**src/rtl/c3lib_sync_pkg.sv**
```systemverilog
// Shared limits and helpers for the filtered bit-synchronizer family.
package c3lib_sync_pkg;

  localparam int SYNC_STAGES_MIN = 2;
  localparam int SYNC_STAGES_MAX = 5;
  localparam int FILT_CNT_MAX    = 255;

  // Bypass and single-cycle filters still get a 1-bit counter so widths stay legal.
  function automatic int cnt_width(input int filt_cnt);
    int span;
    span = (filt_cnt > 2) ? filt_cnt : 2;
    return $clog2(span);
  endfunction

endpackage

```
**src/rtl/c3lib_sync_filt_bit.sv**
```systemverilog
// One synchronized, glitch-filtered bit with registered edge pulses and busy flag.
module c3lib_sync_filt_bit
  import c3lib_sync_pkg::*;
#(
  parameter int   SYNC_STAGES = 3,
  parameter logic RESET_BIT   = 1'b0,
  parameter int   FILT_CNT    = 4
) (
  input  logic clk,
  input  logic rst,
  input  logic data_in,
  output logic data_out,
  output logic rise_pls,
  output logic fall_pls,
  output logic filt_busy
);

  localparam int             CW       = cnt_width(FILT_CNT);
  localparam logic [CW-1:0]  CNT_LAST = CW'((FILT_CNT > 0) ? (FILT_CNT - 1) : 0);

  logic [SYNC_STAGES-1:0] sync_q;
  logic                   sync_s;
  logic [CW-1:0]          cnt_q, cnt_d;
  logic                   out_q, out_d;
  logic                   rise_q, rise_d;
  logic                   fall_q, fall_d;
  logic                   busy_q, busy_d;

  // Pure flop chain: nothing sits between stages so it can be constrained as a synchronizer.
  always_ff @(posedge clk) begin
    if (rst) begin
      sync_q <= {SYNC_STAGES{RESET_BIT}};
    end else begin
      sync_q <= {sync_q[SYNC_STAGES-2:0], data_in};
    end
  end

  assign sync_s = sync_q[SYNC_STAGES-1];

  // Qualification: a new level must persist FILT_CNT cycles before it is accepted.
  always_comb begin
    cnt_d = '0;
    out_d = out_q;
    if (FILT_CNT == 0) begin
      out_d = sync_s;
    end else if (sync_s != out_q) begin
      if (cnt_q == CNT_LAST) begin
        out_d = sync_s;
      end else begin
        cnt_d = cnt_q + CW'(1);
      end
    end else begin
      cnt_d = '0;
    end
    rise_d = out_d & ~out_q;
    fall_d = ~out_d & out_q;
    busy_d = (cnt_d != '0);
  end

  // Output and filter state registers.
  always_ff @(posedge clk) begin
    if (rst) begin
      cnt_q  <= '0;
      out_q  <= RESET_BIT;
      rise_q <= 1'b0;
      fall_q <= 1'b0;
      busy_q <= 1'b0;
    end else begin
      cnt_q  <= cnt_d;
      out_q  <= out_d;
      rise_q <= rise_d;
      fall_q <= fall_d;
      busy_q <= busy_d;
    end
  end

  assign data_out  = out_q;
  assign rise_pls  = rise_q;
  assign fall_pls  = fall_q;
  assign filt_busy = busy_q;

endmodule

```
**src/rtl/c3lib_sync_filt_bitsync.sv**
```systemverilog
// Multi-bit wrapper: DWIDTH independent filtered synchronizers, no cross-bit coherency.
module c3lib_sync_filt_bitsync
  import c3lib_sync_pkg::*;
#(
  parameter int DWIDTH      = 1,
  parameter int SYNC_STAGES = 3,
  parameter int RESET_VAL   = 0,
  parameter int FILT_CNT    = 4
) (
  input  logic              clk,
  input  logic              rst,
  input  logic [DWIDTH-1:0] data_in,
  output logic [DWIDTH-1:0] data_out,
  output logic [DWIDTH-1:0] rise_pls,
  output logic [DWIDTH-1:0] fall_pls,
  output logic [DWIDTH-1:0] filt_busy
);

  localparam logic RESET_BIT = (RESET_VAL != 0);

  if (DWIDTH < 1) begin : g_bad_dwidth
    $error("c3lib_sync_filt_bitsync: DWIDTH must be at least 1");
  end
  if ((SYNC_STAGES < SYNC_STAGES_MIN) || (SYNC_STAGES > SYNC_STAGES_MAX)) begin : g_bad_sync
    $error("c3lib_sync_filt_bitsync: SYNC_STAGES out of range 2..5");
  end
  if ((FILT_CNT < 0) || (FILT_CNT > FILT_CNT_MAX)) begin : g_bad_filt
    $error("c3lib_sync_filt_bitsync: FILT_CNT out of range 0..255");
  end

  for (genvar i = 0; i < DWIDTH; i++) begin : g_bit
    c3lib_sync_filt_bit #(
      .SYNC_STAGES (SYNC_STAGES),
      .RESET_BIT   (RESET_BIT),
      .FILT_CNT    (FILT_CNT)
    ) u_bit (
      .clk       (clk),
      .rst       (rst),
      .data_in   (data_in[i]),
      .data_out  (data_out[i]),
      .rise_pls  (rise_pls[i]),
      .fall_pls  (fall_pls[i]),
      .filt_busy (filt_busy[i])
    );
  end

endmodule

```
**config.mk**
```make
export PLATFORM = sky130hd
export DESIGN_NAME = c3lib_sync_filt_bitsync
export DESIGN_NICKNAME = d
export VERILOG_FILES = /design/src/rtl/c3lib_sync_pkg.sv /design/src/rtl/c3lib_sync_filt_bit.sv /design/src/rtl/c3lib_sync_filt_bitsync.sv
export SDC_FILE = /design/constraint.sdc
export NUM_CORES = 1
export LEC_CHECK = 0
export ABC_AREA = 1
export CAP_MARGIN = 40
export CORE_AREA = 2 2 39 41
export CTS_CLUSTER_DIAMETER = 120
export DETAILED_ROUTE_END_ITERATION = 6
export DIE_AREA = 0 0 41 43
export HOLD_SLACK_MARGIN = 0.1
export PLACE_DENSITY = 0.41
export SYNTH_ARGS = -nofsm -noshare
export SYNTH_HDL_FRONTEND = slang
export SYNTH_HIERARCHICAL = 1
export SYNTH_SLANG_ARGS = --single-unit
```
**constraint.sdc**
```tcl
create_clock -name clk -period 1.38 [get_ports clk]
set_clock_uncertainty 0.15 [all_clocks]
set_input_delay 0.276 -clock clk [delete_from_list [all_inputs] [get_ports clk]]
set_output_delay 0.276 -clock clk [all_outputs]
set_load 0.01 [all_outputs]
```
### Word level (Yosys, flattened, before mapping)

Index checks and enable logic that the tools add are counted.

| cells by class | value |
|---|---|
| add/subtract/negate cells | 1 |
| multiply operators | 0 |
| divide/modulo/power cells | 0 |
| order comparisons | 0 |
| equality and inequality tests | 2 |
| shift-type cells | 0 |
| muxes and demuxes | 4 |
| bitwise logic cells | 4 |
| reductions and logical operators | 1 |

Operators by type and width:

| cell | number |
|---|---|
| 2-bit two-way mux | 2 |
| 2-bit by 1-bit adder with 2-bit output (second input constant) | 1 |
| 1-bit AND | 2 |
| 2-bit equality test (second input constant) | 1 |
| 1-bit two-way mux | 2 |
| 1-bit NOT | 2 |
| 2-bit nonzero test | 1 |
| 1-bit inequality test | 1 |

| word-level totals | value |
|---|---|
| register bits after elaboration | 9 |
| bits in latches | 0 |
| bits in writable memories | 0 |
| bits in read-only memories | 0 |
| output and inout port bits | 4 |
| memories | 0 |

### Depth between registers and ports, before layout

| logic depth | value |
|---|---|
| depth after elaboration | 5 |
| depth in mapped cells | 6 |

### Worst setup path before layout

OpenSTA, ideal clock, no wires.

| timing | value |
|---|---|
| kind | register to register |
| start point | register g_bit[0].u_bit.cnt_q[0] |
| end point | register g_bit[0].u_bit.busy_q |
| setup time | 0.114 ns |
| arrival time | 0.760 ns |
| required time | 1.116 ns |
| path slack | 0.356 ns |
| cell stages (with the launch flop) | 6 |
| buffers on the path | 0 |
| cell sequence | dfxtp_1 -> ha_1 -> nand2_1 -> inv_1 -> nand2_1 -> nand2_1 |

| on the way | value |
|---|---|
| longest elaborated chain between the ends | 4 |
| elaborated cells between the ends (all ways) | 5 |

RTL lines:

| what | line | text |
|---|---|---|
| start: declaration | c3lib_sync_filt_bit.sv:23 | `logic [CW-1:0] cnt_q, cnt_d;` |
| start signal: assignment | c3lib_sync_filt_bit.sv:69 | `cnt_q <= cnt_d;` |
| 2-bit by 1-bit adder with 2-bit output or 2-bit equality test (tied branches) | c3lib_sync_filt_bit.sv:50, c3lib_sync_filt_bit.sv:47 |  |
| 2-bit two-way mux * | c3lib_sync_filt_bit.sv:47 | `if (cnt_q == CNT_LAST) begin` |
| 2-bit two-way mux * | c3lib_sync_filt_bit.sv:46 | `end else if (sync_s != out_q) begin` |
| 2-bit nonzero test * | c3lib_sync_filt_bit.sv:57 | `busy_d = (cnt_d != '0);` |
| end signal: assignment | c3lib_sync_filt_bit.sv:73 | `busy_q <= busy_d;` |
| end: declaration | c3lib_sync_filt_bit.sv:27 | `logic busy_q, busy_d;` |

Every way passes the cells marked *; elsewhere a longest branch is shown, timed or not.
A chain may end at the register's enable or synchronous reset.

### Worst setup path in the final report

| timing | value |
|---|---|
| start point | register g_bit[0].u_bit.out_q |
| end point | output port data_out |

RTL lines:

| what | line | text |
|---|---|---|
| start: declaration | c3lib_sync_filt_bit.sv:24 | `logic out_q, out_d;` |
| start signal: assignment | c3lib_sync_filt_bit.sv:70 | `out_q <= out_d;` |
| end: declaration | c3lib_sync_filt_bitsync.sv:13 | `output logic [DWIDTH-1:0] data_out,` |

No word-level cell between the ends.

==> metrics.md <==
| Metric | Value |
|---|---|
| Status | finished clean |
| Synth Register Bits | 9 |
| CORE AREA | 0.00138 mm^2 |
| Max transition margin | 90.8% |
| Slowest cell on the critical path | dfxtp_1 |
| Via/cell ratio | roughly 3.5 |
| GRT Total Usage | about 7.8% |
| Worst Path Buf+Inv | 1 |
| Core Util, Final | between 20% and 30% |
| RSZ-0062 raised after global routing | false |
| Number of max-cap violations | 0 |
| Share of cells above drive strength 1 | approximately a tenth |
| DP Wirelength | about 330 um |
| Psw | approximately 94 uW |
| Slew Viols, Final | 0 |
| Top-area cell type share of the netlist area | roughly 60% |
| Logic pwr share | approximately 4.0% |
| Sequential area share after synthesis | 59.8% |
| Placer Congestion | approximately 0.65 |
| Final min period | 1320 ps |
| Tightest Pin Transition | 137 ps |
| Clk_lat worst skew | ~250 ps |
| Worst stage delay on the critical path | about 360 ps |
| CTS max path bufs | 2 |
| Cell family with most CP delay | flip-flops |
| Worst min path class | flop to flop |
| Starting Density | a little over a fifth |
| DRC | 0 |
| Non-Filler Instances | 65 |
| Top cells by instance count after synthesis | dfxtp_1, inv_1, nand2_1 |
| Synth warn | 6 |
| Clock Sinks | 9 |
| Yosys cell types | 9 |
| Vias in the first global route | 208 |
| H-tree depth | 1 |
| Setup CP Type | flop to output pin |
| TritonCTS clock tree | done |
| Root buf cell | clkbuf_4 |
| Register share of total power | 55.4% |
| Pint | between 300 and 400 uW |
| I/O Buffers | 6 |
| Via count | ~230 |
| Fin. Hold Viols | 0 |
| Nets | between 50 and 60 |
| Worst-path clk slew | around 60 ps |
| Fillers | 150 |
| Initial drt markers | 3 |
| Antenna diode count | 0 |
| Mapped Nets | 42 |
| Setup TNS | 0 ps |
| Fraction of registers with async set/reset | 0% |
| Largest cells by area after synthesis | dfxtp_1, inv_1, nand2_1, nor2_1, ha_1 |
| Main synth FF type | dfxtp_1 |
| Die ar. | ~0.0018 mm^2 |
| Total congestion overflow | 0 |
| Clock power share | 40.7% |
| Crit end category | output pin |
| Setup violators final | 0 |
| Layout area overhead | 36.1% |
| Largest net degree at the start of global routing | 7 |
| Post-route ant nets | 0 |
| EDFF count, synth | 0 |
| Die Wd | between 40 and 50 um |
| First-pass GRT wire length | 821 um |
| Placed Cells | ~60 |
| Pwr dens | about 1200 mW/mm^2 |
| I/O Pins | 7 |
| Wire per inst | approximately 6.6 um |
| Sw frac | roughly a fifth |
| Worst-path fanout max | 4 |
| 1st-pass router iterations | 3 |
| Area leader, netlist | dfxtp_1 |
| CTS Buf Count | 3 |
| Initial antenna violation count | 0 |
| Required @ worst endpoint | approximately 950 ps |
| Die Ht | between 40 and 50 um |
| Max Fclk | 0.760 GHz |
| Nature of the critical path startpoint | flop |
| Routed WL | ~430 um |
| Post-Syn Instances | 38 |
| Rows | 14 |
| Synth Area per Inst | between 7 and 8 um^2 |
| Fin crit share | between 90 and 100% |
| Synth Cell Area | just over 300 um^2 |
| CP arrival | about 890 ps |
| Leakage | between 0.0002 and 0.00025 uW |
| Cells along the critical path | dlygate4sd2_1 |
| Max IR drop VDD | about 0.00052 V |
-- cell families (layout without fill, tap and decap cells) --
group | Yosys count | count (layout) | share of synthesized area (%)
flip-flops | 9 | 9 | 59.8
AND/OR/NAND/NOR | 17 | 17 | 22.0
AO/OA/AOI/OAI | 1 | 1 | 1.66
adder cells (fa/ha/maj) | 1 | 1 | 4.15
buffers and inverters | 10 | 21 | 12.4
-- per-layer routing --
layer / GRT usage [%] / part of all wire, % / vias to the layer above / wire length (um)
li1: - / - / 135 / -
met2: 9.06 / 44 / 5 / 189
met1: 8.09 / 48 / 86 / 204
met3: 6.28 / 4.5 / 2 / 19
met4: 8.00 / 2.8 / 0 / 12
met5: 0 / 0 / - / 0
-- cell usage in the layout, fill, tap and decap left out --
cell type,instances
o21ai_0,1
inv_1,9
dfxtp_1,9
clkdlybuf4s50_1,2
ha_1,1
clkbuf_4,3
clkbuf_1,1
nand3_1,1
buf_4,1
inv_2,1
dlygate4sd2_1,4
nor3_1,1
nand2_1,9
nor2_1,6
-- metrics by stage --
step	hold WS (ps)	cell area (um^2)	setup WS (ps)	total power, uW
2_1_floorplan	197	302	356	279
3_3_place_gp	248	389	66.0	292
3_5_place_dp	244	389	60.4	291
4_1_cts	252	410	44.0	492
5_1_grt	274	410	5.14	508
6_report	250	410	64.0	480
-- registers in the layout (all words and copies together), names as in the netlist --
register and flops:
g_bit.u_bit/fall_pls 1, g_bit.u_bit/data_out 1, g_bit.u_bit/sync_q 3, g_bit.u_bit/filt_busy 1
g_bit.u_bit/cnt_q 2, g_bit.u_bit/rise_pls 1
-- layout make-up --
type	instances	area, um^2	share of cell area, %
flip-flops and latches	9	180	43.9
multi-input cells	19	83.8	20.4
repair buffers	7	62.6	15.2
inverters	10	37.5	9.15
clock buffers	4	26.3	6.40
well taps	16	20.0	4.88
-- tightest hold or removal path, cell delays in order (launching register included) --
cell     delay [ps]
dfxtp_1         300
inv_1            40
nor2_1           30
-- path summary, 6_finish.rpt --
kind                                    to                startpoint  depth (start not counted)  slack (ps)
setup / recovery                  data_out   g_bit[0].u_bit/data_out                          1          60
hold / removal    g_bit[0].u_bit/sync_q[2]  g_bit[0].u_bit/sync_q[1]                          2         250
setup reg to reg  g_bit[0].u_bit/filt_busy   g_bit[0].u_bit/cnt_q[0]                          5         320
hold reg to reg   g_bit[0].u_bit/sync_q[2]  g_bit[0].u_bit/sync_q[1]                          2         250
-- power by group through the flow --
stage / clock network, uW / logic [uW] / registers, uW
3_5_place_dp: 0 / 19.7 / 272
4_1_cts: 206 / 19.4 / 266
2_1_floorplan: 0 / 7.11 / 272
3_3_place_gp: 0 / 20.1 / 272
5_1_grt: 219 / 22.2 / 266
6_report: 195 / 19.0 / 266
-- timing repair --
item / CTS / global route
hold buffers: 0 / 0
setup endpoints to repair: 4 / 0
resized for setup: 4 / 0
setup buffers: 0 / 0
Power figures use the tool's default switching activity.
